===== src/rtl/fcvt_arbiter.sv =====
// fcvt_arbiter: shares one fixed-latency ftoi unit between two requesters using
// credit-based issue and per-requester response FIFOs. Define FCVT_ARB_RR_EN for round-robin.

module fcvt_rsp_fifo #(
  parameter int DEPTH = 4,
  parameter int W     = 36
) (
  input  logic                   clk,
  input  logic                   rst,
  input  logic                   push,
  input  logic [W-1:0]           push_data,
  input  logic                   pop,
  output logic                   valid,
  output logic [W-1:0]           head,
  output logic [$clog2(DEPTH):0] count
);
  localparam int AW = $clog2(DEPTH);

  logic [W-1:0]  mem [DEPTH];
  logic [AW-1:0] wptr, rptr;

  always_ff @(posedge clk or posedge rst) begin
    if (rst) begin
      wptr  <= '0;
      rptr  <= '0;
      count <= '0;
    end else begin
      if (push) wptr <= wptr + 1'b1;
      if (pop)  rptr <= rptr + 1'b1;
      case ({push, pop})
        2'b10:   count <= count + 1'b1;
        2'b01:   count <= count - 1'b1;
        default: ;
      endcase
    end
  end

  // Storage needs no reset; a full-FIFO push overwrites the head slot only after it is read.
  always_ff @(posedge clk) begin
    if (push) mem[wptr] <= push_data;
  end

  assign valid = (count != '0);
  assign head  = mem[rptr];
endmodule

module fcvt_arbiter #(
  parameter int NSTAGE     = 2,
  parameter int TAGW       = 4,
  parameter int FIFO_DEPTH = 4
) (
  input  logic            clk,
  input  logic            rst,
  input  logic            req0_valid,
  input  logic            req1_valid,
  output logic            req0_ready,
  output logic            req1_ready,
  input  logic [31:0]     req0_x,
  input  logic [31:0]     req1_x,
  input  logic [TAGW-1:0] req0_tag,
  input  logic [TAGW-1:0] req1_tag,
  output logic [31:0]     cvt_x,
  input  logic [31:0]     cvt_y,
  output logic            rsp0_valid,
  output logic            rsp1_valid,
  input  logic            rsp0_ready,
  input  logic            rsp1_ready,
  output logic [31:0]     rsp0_y,
  output logic [31:0]     rsp1_y,
  output logic [TAGW-1:0] rsp0_tag,
  output logic [TAGW-1:0] rsp1_tag,
  output logic            busy
);
  localparam int CW = $clog2(FIFO_DEPTH) + 1;
  localparam int UW = $clog2(FIFO_DEPTH + NSTAGE + 1) + 1;
  localparam int RW = 32 + TAGW;

  typedef struct packed {
    logic            owner;
    logic [TAGW-1:0] tag;
  } meta_t;

  logic [1:0]            req_valid, rsp_ready, elig, gnt, push, pop, rvld;
  logic [1:0][31:0]      req_x;
  logic [1:0][TAGW-1:0]  req_tag;
  logic [1:0][CW-1:0]    cnt;
  logic [1:0][UW-1:0]    used;
  logic [1:0][RW-1:0]    rsp_head;
  logic [NSTAGE-1:0]     vld_pipe;
  meta_t                 meta_pipe [NSTAGE];
  logic                  iss_vld;
  meta_t                 iss_meta;

  assign req_valid = {req1_valid, req0_valid};
  assign rsp_ready = {rsp1_ready, rsp0_ready};
  assign req_x     = {req1_x, req0_x};
  assign req_tag   = {req1_tag, req0_tag};

  // Occupancy = FIFO entries + in-flight ops owned by the port, from registered state only.
  always_comb begin
    for (int i = 0; i < 2; i++) begin
      used[i] = UW'(cnt[i]);
      for (int s = 0; s < NSTAGE; s++)
        used[i] = used[i] + UW'(vld_pipe[s] && meta_pipe[s].owner == 1'(i));
      elig[i] = req_valid[i] && (used[i] < UW'(FIFO_DEPTH)) && !rst;
    end
  end

`ifdef FCVT_ARB_RR_EN
  logic rr_ptr;  // 1: port 1 wins the next contention

  always_comb begin
    gnt = 2'b00;
    if (elig[0] && (!elig[1] || !rr_ptr)) gnt[0] = 1'b1;
    else if (elig[1])                     gnt[1] = 1'b1;
  end

  always_ff @(posedge clk or posedge rst) begin
    if (rst)       rr_ptr <= 1'b0;
    else if (|gnt) rr_ptr <= gnt[0];
  end
`else
  always_comb begin
    gnt[0] = elig[0];
    gnt[1] = elig[1] && !elig[0];
  end
`endif

  assign req0_ready     = gnt[0];
  assign req1_ready     = gnt[1];
  assign cvt_x          = gnt[1] ? req_x[1] : (gnt[0] ? req_x[0] : 32'h0);
  assign iss_vld        = |gnt;
  assign iss_meta.owner = gnt[1];
  assign iss_meta.tag   = gnt[1] ? req_tag[1] : req_tag[0];

  always_ff @(posedge clk or posedge rst) begin
    if (rst) begin
      vld_pipe <= '0;
      for (int s = 0; s < NSTAGE; s++) meta_pipe[s] <= '0;
    end else begin
      vld_pipe[0]  <= iss_vld;
      meta_pipe[0] <= iss_meta;
      for (int s = 1; s < NSTAGE; s++) begin
        vld_pipe[s]  <= vld_pipe[s-1];
        meta_pipe[s] <= meta_pipe[s-1];
      end
    end
  end

  for (genvar i = 0; i < 2; i++) begin : g_port
    assign push[i] = vld_pipe[NSTAGE-1] && (meta_pipe[NSTAGE-1].owner == 1'(i));
    assign pop[i]  = rvld[i] && rsp_ready[i];

    fcvt_rsp_fifo #(.DEPTH(FIFO_DEPTH), .W(RW)) u_fifo (
      .clk       (clk),
      .rst       (rst),
      .push      (push[i]),
      .push_data ({cvt_y, meta_pipe[NSTAGE-1].tag}),
      .pop       (pop[i]),
      .valid     (rvld[i]),
      .head      (rsp_head[i]),
      .count     (cnt[i])
    );
  end

  assign rsp0_valid = rvld[0];
  assign rsp1_valid = rvld[1];
  assign rsp0_y     = rsp_head[0][RW-1:TAGW];
  assign rsp1_y     = rsp_head[1][RW-1:TAGW];
  assign rsp0_tag   = rsp_head[0][TAGW-1:0];
  assign rsp1_tag   = rsp_head[1][TAGW-1:0];
  assign busy       = (|vld_pipe) || (|rvld);
endmodule


===== config.mk =====
export PLATFORM = sky130hd
export DESIGN_NAME = fcvt_arbiter
export DESIGN_NICKNAME = d
export VERILOG_FILES = /design/src/rtl/fcvt_arbiter.sv
export SDC_FILE = /design/constraint.sdc
export NUM_CORES = 1
export LEC_CHECK = 0
export ABC_AREA = 1
export CORE_MARGIN = 2
export CORE_UTILIZATION = 25
export CTS_CLUSTER_DIAMETER = 200
export CTS_CLUSTER_SIZE = 10
export DETAILED_ROUTE_END_ITERATION = 8
export SYNTH_ARGS = -nofsm -noshare
export SYNTH_HDL_FRONTEND = slang
export SYNTH_SLANG_ARGS = --single-unit

===== constraint.sdc =====
create_clock -name clk -period 5.82 [get_ports clk]
set_clock_uncertainty 0.15 [all_clocks]
set_input_delay 1.164 -clock clk [delete_from_list [all_inputs] [get_ports clk]]
set_output_delay 1.164 -clock clk [all_outputs]
set_load 0.03 [all_outputs]

==> flow_metrics.py, run 1 <==
metrics = {
    "finish": {
        "post-route-util_pct": 33.3,
        "nNetsFinal": 1282,
        "register_area_mm2": 0.00930,
        "final_cell_mix": "edfxtp_1 (288), clkdlybuf4s50_1 (217), nor2_1 (153)",
        "post-route-cell-area_mm2": 0.0163,
        "nFillCells": 4833,
        "multiInputGateArea_mm2": 0.00268,
        "drive_gt1_share_pct": 6.50,
        "final_common_cell": "edfxtp_1",
        "final_cells": 1835,
        "area_growth_syn_to_layout_pct": 31.7,
    },
    "place": {
        "numPlacedInstances": 1783,
        "place_ws_ns": 1.34,
        "place_area_mm2": 0.0153,
        "io_buffers": 218,
        "routabilityCongestion": 0.775,
        "hpwl_um": 19100,
    },
    "flow_run": {
        "cap_viol_max_count": 0,
    },
    "setup_path": {
        "crit_arrival_ns": 3.26,
        "path_max_fanout": 38,
        "cp.required_ns": 4.51,
        "crit_type": "register to output pin",
        "reg2reg_depth": 9,
        "start_kind": "register",
        "critPathCaptureType": "output pin",
    },
    "synthesis": {
        "synth.avg_cell_area_um2": 13.1,
        "synth_cell_types": 24,
        "yosysTopAreaCell": "edfxtp_1",
        "synth_fp_nets": 1064,
        "syn_inst": 940,
        "synthesis.area_mm2": 0.0123,
        "synth_top_area_share_pct": 70.1,
        "synth-seq-cells": 314,
        "yosys_warnings": 0,
        "yosys-top-cells-area": "edfxtp_1 (70%), dfrtp_1 (5.3%), o21ai_0 (5.2%), nor2_1 (4.9%), o22ai_1 (3.6%)",
        "ys_seq_area_share_pct": 75.3,
    },
    "clock_tree": {
        "cts_root_buf": "clkbuf_16",
        "cts.sinks": 314,
        "cts_setup_buffers": 0,
        "post_cts_resized": 0,
        "insertion_delay_ns": 0.52,
        "clk_pin_slew_worst_paths_ns": 0.05,
        "clock_path_buffers": 3,
        "cts_tree": "built",
        "numCtsBuffers": 37,
        "cts_hold_buffers": 0,
        "htreeDepth": 2,
    },
    "die": {
        "top_level_ports": 219,
        "die_h_um": 226,
        "rows": 81,
        "die-area_mm2": 0.0512,
        "core_area_mm2": 0.0488,
        "initial_core_util_pct": 25.3,
        "fp.dieW_um": 226,
    },
    "routing": {
        "vias": 8102,
        "final_antenna_net_count": 0,
        "drt_iter0_drc": 374,
        "detail_route.first_pass.iterations": 4,
        "route.detailed.drc": 0,
        "via_per_inst": 4.42,
        "routedWlPerCell_um": 17.8,
        "finalWirelength_um": 32700,
    },
    "sta": {
        "fmax_mhz": 219,
        "finalSetupViolations": 0,
        "min_period_ns": 4.57,
        "drv_slew": 0,
        "relSlewSlack_pct": 43.1,
        "tightest_slew_ns": 0.852,
        "hold_ws_ns": 0.196,
        "finalHoldViolations": 0,
        "rsz0062_at_grt": "no",
        "fin_ws_ns": 1.25,
        "period_share_pct": 78.5,
        "setup-tns-final_ns": 0,
    },
    "global_routing": {
        "grt_pass1_wl_um": 48700,
        "grt_remaining_overflow": 0,
        "grt_max_degree": 74,
        "grt_usage_pct": 12.9,
        "antenna_found_initial": 2,
        "grt_pass1_vias": 8217,
    },
    "worst_hold_path": {
        "holdPathStages": 0,
        "hold_path.class": "register to register",
    },
    "pwr": {
        "total_power_mw": 8.31,
        "power_density_mw_per_mm2": 511,
        "power.leakage_nw": 5.50,
        "ir_drop_mv": 0.278,
    },
    "status": {
        "status": "completed",
    },
}
==> cells in the mapped netlist <==
cell type and count:
a21oi_1 2, nand3_1 41, xnor2_1 2, inv_2 2, nor3b_1 1, nand2_1 85, inv_1 31, o22ai_1 72
clkbuf_1 18, nor2_1 161, or2_2 1, buf_4 4, o21ai_0 129, a21oi_2 1, clkbuf_2 4, o21ai_1 21
dfrtp_1 26, buf_6 4, edfxtp_1 288, buf_2 25, ha_1 12, xor2_1 6, fa_1 2, inv_4 2
==> final cells by class <==
type	instances	area share, %
Multi-Input combinational cell	536	16.5
Clock inverter	3	0.162
Tap cell	664	5.11
Antenna cell	1	0.0154
Inverter	35	0.839
Clock buffer	48	5.95
Timing Repair Buffer	234	14.2
Sequential cell	314	57.2
==> logic make-up (layout without fill, tap and decap cells) <==
logic type,after synthesis,in the layout,share of synthesized area (%)
xor gates and xnor gates,8,8,0.568
AOI/OAI and AO/OA,225,225,9.88
DFF,314,314,75.3
and+or+nand+nor,289,289,9.25
buffers and inverters,90,320,3.44
adders and majority gates,14,14,1.54
other,0,1,0
==> critical path: stages, from the launching register on <==
cell and delay, ns:
dfrtp_1 0.39, nand2_1 0.38, inv_1 0.14, ha_1 0.30
nand3_1 0.08, nand2_1 0.07, a21oi_2 0.12, buf_4 0.34
nand3_1 0.16, nand2_1 0.08, clkdlybuf4s50_1 0.67
==> power breakdown <==
group | total, mW | internal [mW] | switching (mW)
combinational | 3.49 | 1.18 | 2.31
clock | 1.99 | 1.15 | 0.834
sequential | 2.83 | 2.71 | 0.119
==> routing by layer <==
layer	track usage, %	up-vias	wire length, um
met3	3.04	63	1990
met4	5.11	2	982
li1	-	3830	-
met1	15.5	3943	14000
met5	0	-	14
met2	22.1	264	15800
==> path summary, 6_finish.rpt <==
path,start,endpoint,slack (ns)
setup / recovery,vld_pipe[1]$_DFF_PP0_,cvt_x[11],1.25
hold / removal,meta_pipe[8]$_DFF_PP0_,meta_pipe[3]$_DFF_PP0_,0.20
setup reg to reg,vld_pipe[1]$_DFF_PP0_,meta_pipe[9]$_DFF_PP0_,3.34
hold reg to reg,meta_pipe[8]$_DFF_PP0_,meta_pipe[3]$_DFF_PP0_,0.20
max in group asynchronous,rst,g_port[0].u_fifo.rptr[1]$_DFFE_PP0P_,4.33
min in group asynchronous,rst,g_port[0].u_fifo.count[2]$_DFFE_PP0P_,0.91
==> registers in the layout, indices dropped and copies added (netlist names) <==
name	count
g_port.u_fifo.rptr	4
vld_pipe	2
g_port.u_fifo.mem	288
g_port.u_fifo.wptr	4
meta_pipe	10
g_port.u_fifo.count	6
Note: power is estimated with default switching activity, not from simulation.
==> run 2, diff against run 1 <==
- clock period: 5.82 -> 4.75 ns (I/O delays scaled with it)
==> run 2 against run 1 <==
  * Routed wire length fell by 1.0%
  * Global-route usage fell by 0.18 points
  * Critical path depth did not move
  * Clock power rose by 26%
  * Sequential power rose by 21%
  * Core utilization rose by 0.072 points
  * Die area did not move
  * Power rose by 23%
  * Via count fell by 1.2%
==> flow_metrics.py, run 2 (synthesis results as in run 1) <==
metrics = {
    "clock_tree": {
        "cts.sinks": 314,
        "cts_tree": "built",
        "post_cts_resized": 0,
        "htreeDepth": 2,
        "clk_pin_slew_worst_paths_ns": 0.05,
        "insertion_delay_ns": 0.52,
        "clock_path_buffers": 3,
        "cts_hold_buffers": 0,
        "cts_setup_buffers": 0,
        "cts_root_buf": "clkbuf_16",
        "numCtsBuffers": 37,
    },
    "place": {
        "place_area_mm2": 0.0153,
        "routabilityCongestion": 0.743,
        "hpwl_um": 20000,
        "io_buffers": 218,
        "numPlacedInstances": 1786,
        "place_ws_ns": 0.809,
    },
    "finish": {
        "nNetsFinal": 1285,
        "final_cells": 1840,
        "largest_register_ffs": 288,
        "drive_gt1_share_pct": 9.62,
        "post-route-util_pct": 33.4,
        "final_common_cell": "edfxtp_1",
        "area_growth_syn_to_layout_pct": 32.0,
        "top_register": "g_port.u_fifo.mem",
        "final_cell_mix": "edfxtp_1 (288), clkdlybuf4s50_1 (184), nor2_1 (153)",
        "nFillCells": 4819,
        "post-route-cell-area_mm2": 0.0163,
        "reg.largest.list": "g_port.u_fifo.mem: 288 flops, meta_pipe: 10 flops, g_port.u_fifo.count: 6 flops",
    },
    "sta": {
        "setup-tns-final_ns": 0,
        "rsz0062_at_grt": "no",
        "drv_slew": 0,
        "finalHoldViolations": 0,
        "hold_ws_ns": 0.197,
        "period_share_pct": 89.3,
        "min_period_ns": 4.24,
        "finalSetupViolations": 0,
        "relSlewSlack_pct": 31.8,
        "fmax_mhz": 236,
        "tightest_slew_ns": 1.02,
        "fin_ws_ns": 0.507,
    },
    "global_routing": {
        "grt_pass1_vias": 8000,
        "grt_pass1_wl_um": 48400,
        "grt_max_degree": 74,
        "antenna_found_initial": 1,
        "grt_usage_pct": 12.7,
        "grt_remaining_overflow": 0,
    },
    "worst_hold_path": {
        "hold_path.class": "register to register",
        "min_from": "meta_pipe[7]$_DFF_PP0_",
        "holdPathStages": 0,
        "holdPathEnd": "meta_pipe[2]$_DFF_PP0_",
    },
    "pwr": {
        "power.leakage_nw": 5.61,
        "power_density_mw_per_mm2": 629,
        "total_power_mw": 10.2,
        "ir_drop_mv": 0.322,
    },
    "setup_path": {
        "r2r_end": "meta_pipe[6]$_DFF_PP0_",
        "cp.required_ns": 3.65,
        "reg2reg_depth": 9,
        "r2r_start": "vld_pipe[1]$_DFF_PP0_",
        "crit_type": "register to output pin",
        "path_max_fanout": 22,
        "r2r_slack_ns": 2.01,
        "start_kind": "register",
        "crit_arrival_ns": 3.14,
        "critPathCaptureType": "output pin",
    },
    "die": {
        "rows": 81,
        "top_level_ports": 219,
        "die-area_mm2": 0.0512,
        "die_h_um": 226,
        "initial_core_util_pct": 25.3,
        "core_area_mm2": 0.0488,
        "fp.dieW_um": 226,
    },
    "routing": {
        "vias": 8008,
        "routedWlPerCell_um": 17.6,
        "via_per_inst": 4.35,
        "route.detailed.drc": 0,
        "detail_route.first_pass.iterations": 4,
        "drt_iter0_drc": 432,
        "finalWirelength_um": 32400,
        "final_antenna_net_count": 0,
    },
    "flow_run": {
        "cap_viol_max_count": 0,
    },
    "status": {
        "status": "completed",
    },
}
-- run 2: worst max path at each step --
| stage | start | end | cells past startpoint |
|---|---|---|---|
| after detailed placement | req0_valid | cvt_x[11] | 7 |
| after global routing | vld_pipe[1]$_DFF_PP0_ | cvt_x[21] | 10 |
| after floorplan | rst | cvt_x[11] | 7 |
| after global placement | req0_valid | cvt_x[12] | 7 |
| final | vld_pipe[1]$_DFF_PP0_ | cvt_x[21] | 10 |
| after CTS | vld_pipe[1]$_DFF_PP0_ | cvt_x[12] | 10 |
-- run 2: power breakdown --
part / switching, mW / internal (mW) / leakage, nW
clock network: 1.02 / 1.48 / 0.503
registers: 0.101 / 3.32 / 2.91
logic: 2.86 / 1.46 / 2.19
-- run 2: worst max-delay path, cell delays in order, from the launching register on --
cell	delay, ns
dfrtp_1	0.40
nand2_1	0.38
inv_1	0.16
ha_1	0.30
nand3_1	0.08
nand2_1	0.06
a21oi_2	0.54
buf_4	0.36
nand3_1	0.10
nand2_1	0.11
buf_12	0.13
-- run 2: per-layer routing --
metal	share of wire [%]	vias up	track usage [%]
met5	0	-	0
li1	-	3847	-
met4	3.1	0	5.05
met2	48	302	21.2
met3	7.6	54	3.15
met1	42	3805	15.7
-- run 2: final cells by class --
cell class	count	area, um^2	area share (%)
Clock inverter	2	17.5	0.107
Multi-Input combinational cell	536	2680	16.5
Sequential cell	314	9300	57.1
Tap cell	664	831	5.10
Inverter	35	136	0.837
Timing Repair Buffer	237	2300	14.1
Antenna cell	1	2.50	0.0154
Clock buffer	51	1020	6.26
==> run 3, diff against run 2 <==
- HOLD_SLACK_MARGIN: unset -> 0.15
- RECOVER_POWER: unset -> 50
- clock period: 4.75 -> 5.3 ns (I/O delays scaled with it)
==> run 3 against run 2 <==
  * The run now ends with capacitance limit, slew limit left
  * Setup slack better by 0.31 ns
  * Largest power group unchanged
  * Sequential power is 9.1% lower
  * Routed wire length is 0.95% lower
  * Core utilization hardly changed
  * Via count is 0.35% higher
  * Sequential share of layout area is 0.083 points lower
  * Largest cell class unchanged
==> flow_metrics.py, run 3 (synthesis results as in run 1) <==
metrics = {
    "global_routing": {
        "grt_pass1_wl_um": 47900,
        "grt_usage_pct": 12.5,
        "antenna_found_initial": 1,
        "grt_pass1_vias": 8014,
        "grt_max_degree": 74,
        "grt_remaining_overflow": 0,
    },
    "sta": {
        "fin_ws_ns": 0.813,
        "tightest_slew_ns": 2.64,
        "relSlewSlack_pct": -75.9,
        "min_period_ns": 4.49,
        "finalSetupViolations": 0,
        "hold_ws_ns": 0.197,
        "finalHoldViolations": 0,
        "rsz0062_at_grt": "no",
        "setup-tns-final_ns": 0,
        "fmax_mhz": 223,
        "drv_slew": 101,
        "period_share_pct": 84.7,
    },
    "pwr": {
        "combPwrFrac_pct": 41.5,
        "intPower_mw": 5.61,
        "total_power_mw": 9.16,
        "p_switching_mw": 3.55,
        "p_seq_share_pct": 33.9,
        "ir_drop_mv": 0.284,
        "clockPowerShare_pct": 24.6,
        "switching_share_pct": 38.8,
        "power_density_mw_per_mm2": 561,
        "power.leakage_nw": 5.54,
    },
    "flow_run": {
        "cap_viol_max_count": 3,
    },
    "routing": {
        "route.detailed.drc": 0,
        "vias": 8036,
        "final_antenna_net_count": 0,
        "routedWlPerCell_um": 17.5,
        "detail_route.first_pass.iterations": 5,
        "finalWirelength_um": 32100,
        "via_per_inst": 4.37,
        "drt_iter0_drc": 421,
    },
    "setup_path": {
        "path_max_fanout": 38,
        "startpoint": "vld_pipe[1]$_DFF_PP0_",
        "r2r_start": "vld_pipe[1]$_DFF_PP0_",
        "crit_arrival_ns": 3.28,
        "cp.required_ns": 4.09,
        "critPathCaptureType": "output pin",
        "crit_end": "cvt_x[3]",
        "reg2reg_depth": 3,
        "start_kind": "register",
        "crit_type": "register to output pin",
        "r2r_slack_ns": 1.95,
        "r2r_end": "g_port[1].u_fifo.mem[1][16]$_DFFE_PP_",
    },
    "clock_tree": {
        "htreeDepth": 2,
        "cts.sinks": 314,
        "cts_tree": "built",
        "post_cts_resized": 0,
        "cts_setup_buffers": 0,
        "clock_path_buffers": 3,
        "clk_pin_slew_worst_paths_ns": 0.06,
        "numCtsBuffers": 37,
        "insertion_delay_ns": 0.53,
        "cts_hold_buffers": 0,
        "cts_root_buf": "clkbuf_16",
    },
    "place": {
        "routabilityCongestion": 0.708,
        "place_area_mm2": 0.0153,
        "numPlacedInstances": 1783,
        "place_ws_ns": 1.01,
        "io_buffers": 218,
        "hpwl_um": 19400,
    },
    "finish": {
        "top_register": "g_port.u_fifo.mem",
        "final_common_cell": "edfxtp_1",
        "final_cell_mix": "edfxtp_1 (288), clkdlybuf4s50_1 (177), nor2_1 (155)",
        "final_cells": 1838,
        "multiInputGateArea_mm2": 0.00267,
        "post-route-util_pct": 33.4,
        "post-route-cell-area_mm2": 0.0163,
        "nFillCells": 4841,
        "register_area_mm2": 0.00930,
        "drive_gt1_share_pct": 6.48,
        "nNetsFinal": 1282,
        "largest_register_ffs": 288,
        "reg.largest.list": "g_port.u_fifo.mem: 288 flops, meta_pipe: 10 flops, g_port.u_fifo.count: 6 flops",
        "area_growth_syn_to_layout_pct": 32.2,
    },
    "die": {
        "die-area_mm2": 0.0512,
        "fp.dieW_um": 226,
        "core_area_mm2": 0.0488,
        "initial_core_util_pct": 25.3,
        "rows": 81,
        "top_level_ports": 219,
        "die_h_um": 226,
    },
    "worst_hold_path": {
        "hold_path.class": "register to register",
    },
    "status": {
        "status": "finished, violations left",
        "violations": "capacitance limit, slew limit",
    },
}
[run 3: power groups by stage]
stage,registers [mW],clock network [mW],logic [mW]
floorplan,3.09,0,2.29
global placement,3.15,0,3.86
detailed placement,3.16,0,3.90
CTS,3.11,2.32,3.91
global route,3.13,2.41,4.11
finish,3.11,2.25,3.80
[run 3: routing by layer]
layer	GRT usage [%]	vias up	wire length, um
li1	-	3852	-
met1	15.4	3840	13500
met2	21.3	287	15600
met3	3.01	57	2140
met4	4.58	0	856
met5	0	-	0
[run 3: how the worst min path moves through the flow]
stage,cells after the start,start,slack [ns],end
finish,0,meta_pipe[5]$_DFF_PP0_,0.20,meta_pipe[0]$_DFF_PP0_
floorplan,0,meta_pipe[5]$_DFF_PP0_,0.18,meta_pipe[0]$_DFF_PP0_
CTS,0,meta_pipe[5]$_DFF_PP0_,0.20,meta_pipe[0]$_DFF_PP0_
detailed placement,0,meta_pipe[5]$_DFF_PP0_,0.18,meta_pipe[0]$_DFF_PP0_
global route,0,meta_pipe[7]$_DFF_PP0_,0.21,meta_pipe[2]$_DFF_PP0_
global placement,0,meta_pipe[7]$_DFF_PP0_,0.19,meta_pipe[2]$_DFF_PP0_
[run 3: final cells by class]
type                    count  area share [%]
diodes                      2          0.0307
clock buffers              51            6.26
clock inverters             2           0.107
inverters                  35           0.836
multi-input cells         536            16.3
flip-flops and latches    314            57.0
well taps                 664            5.09
repair buffers            234            14.3
[run 3: critical path, cell delays in order, from the launching register on]
cell and delay, ns:
dfrtp_1 0.40, nand2_1 0.38, inv_1 0.15, ha_1 0.30, nand3_1 0.08, nand2_1 0.06, a21oi_2 0.11, buf_4 0.35
nand3_1 0.14, nand2_1 0.09, clkdlybuf4s50_1 0.67
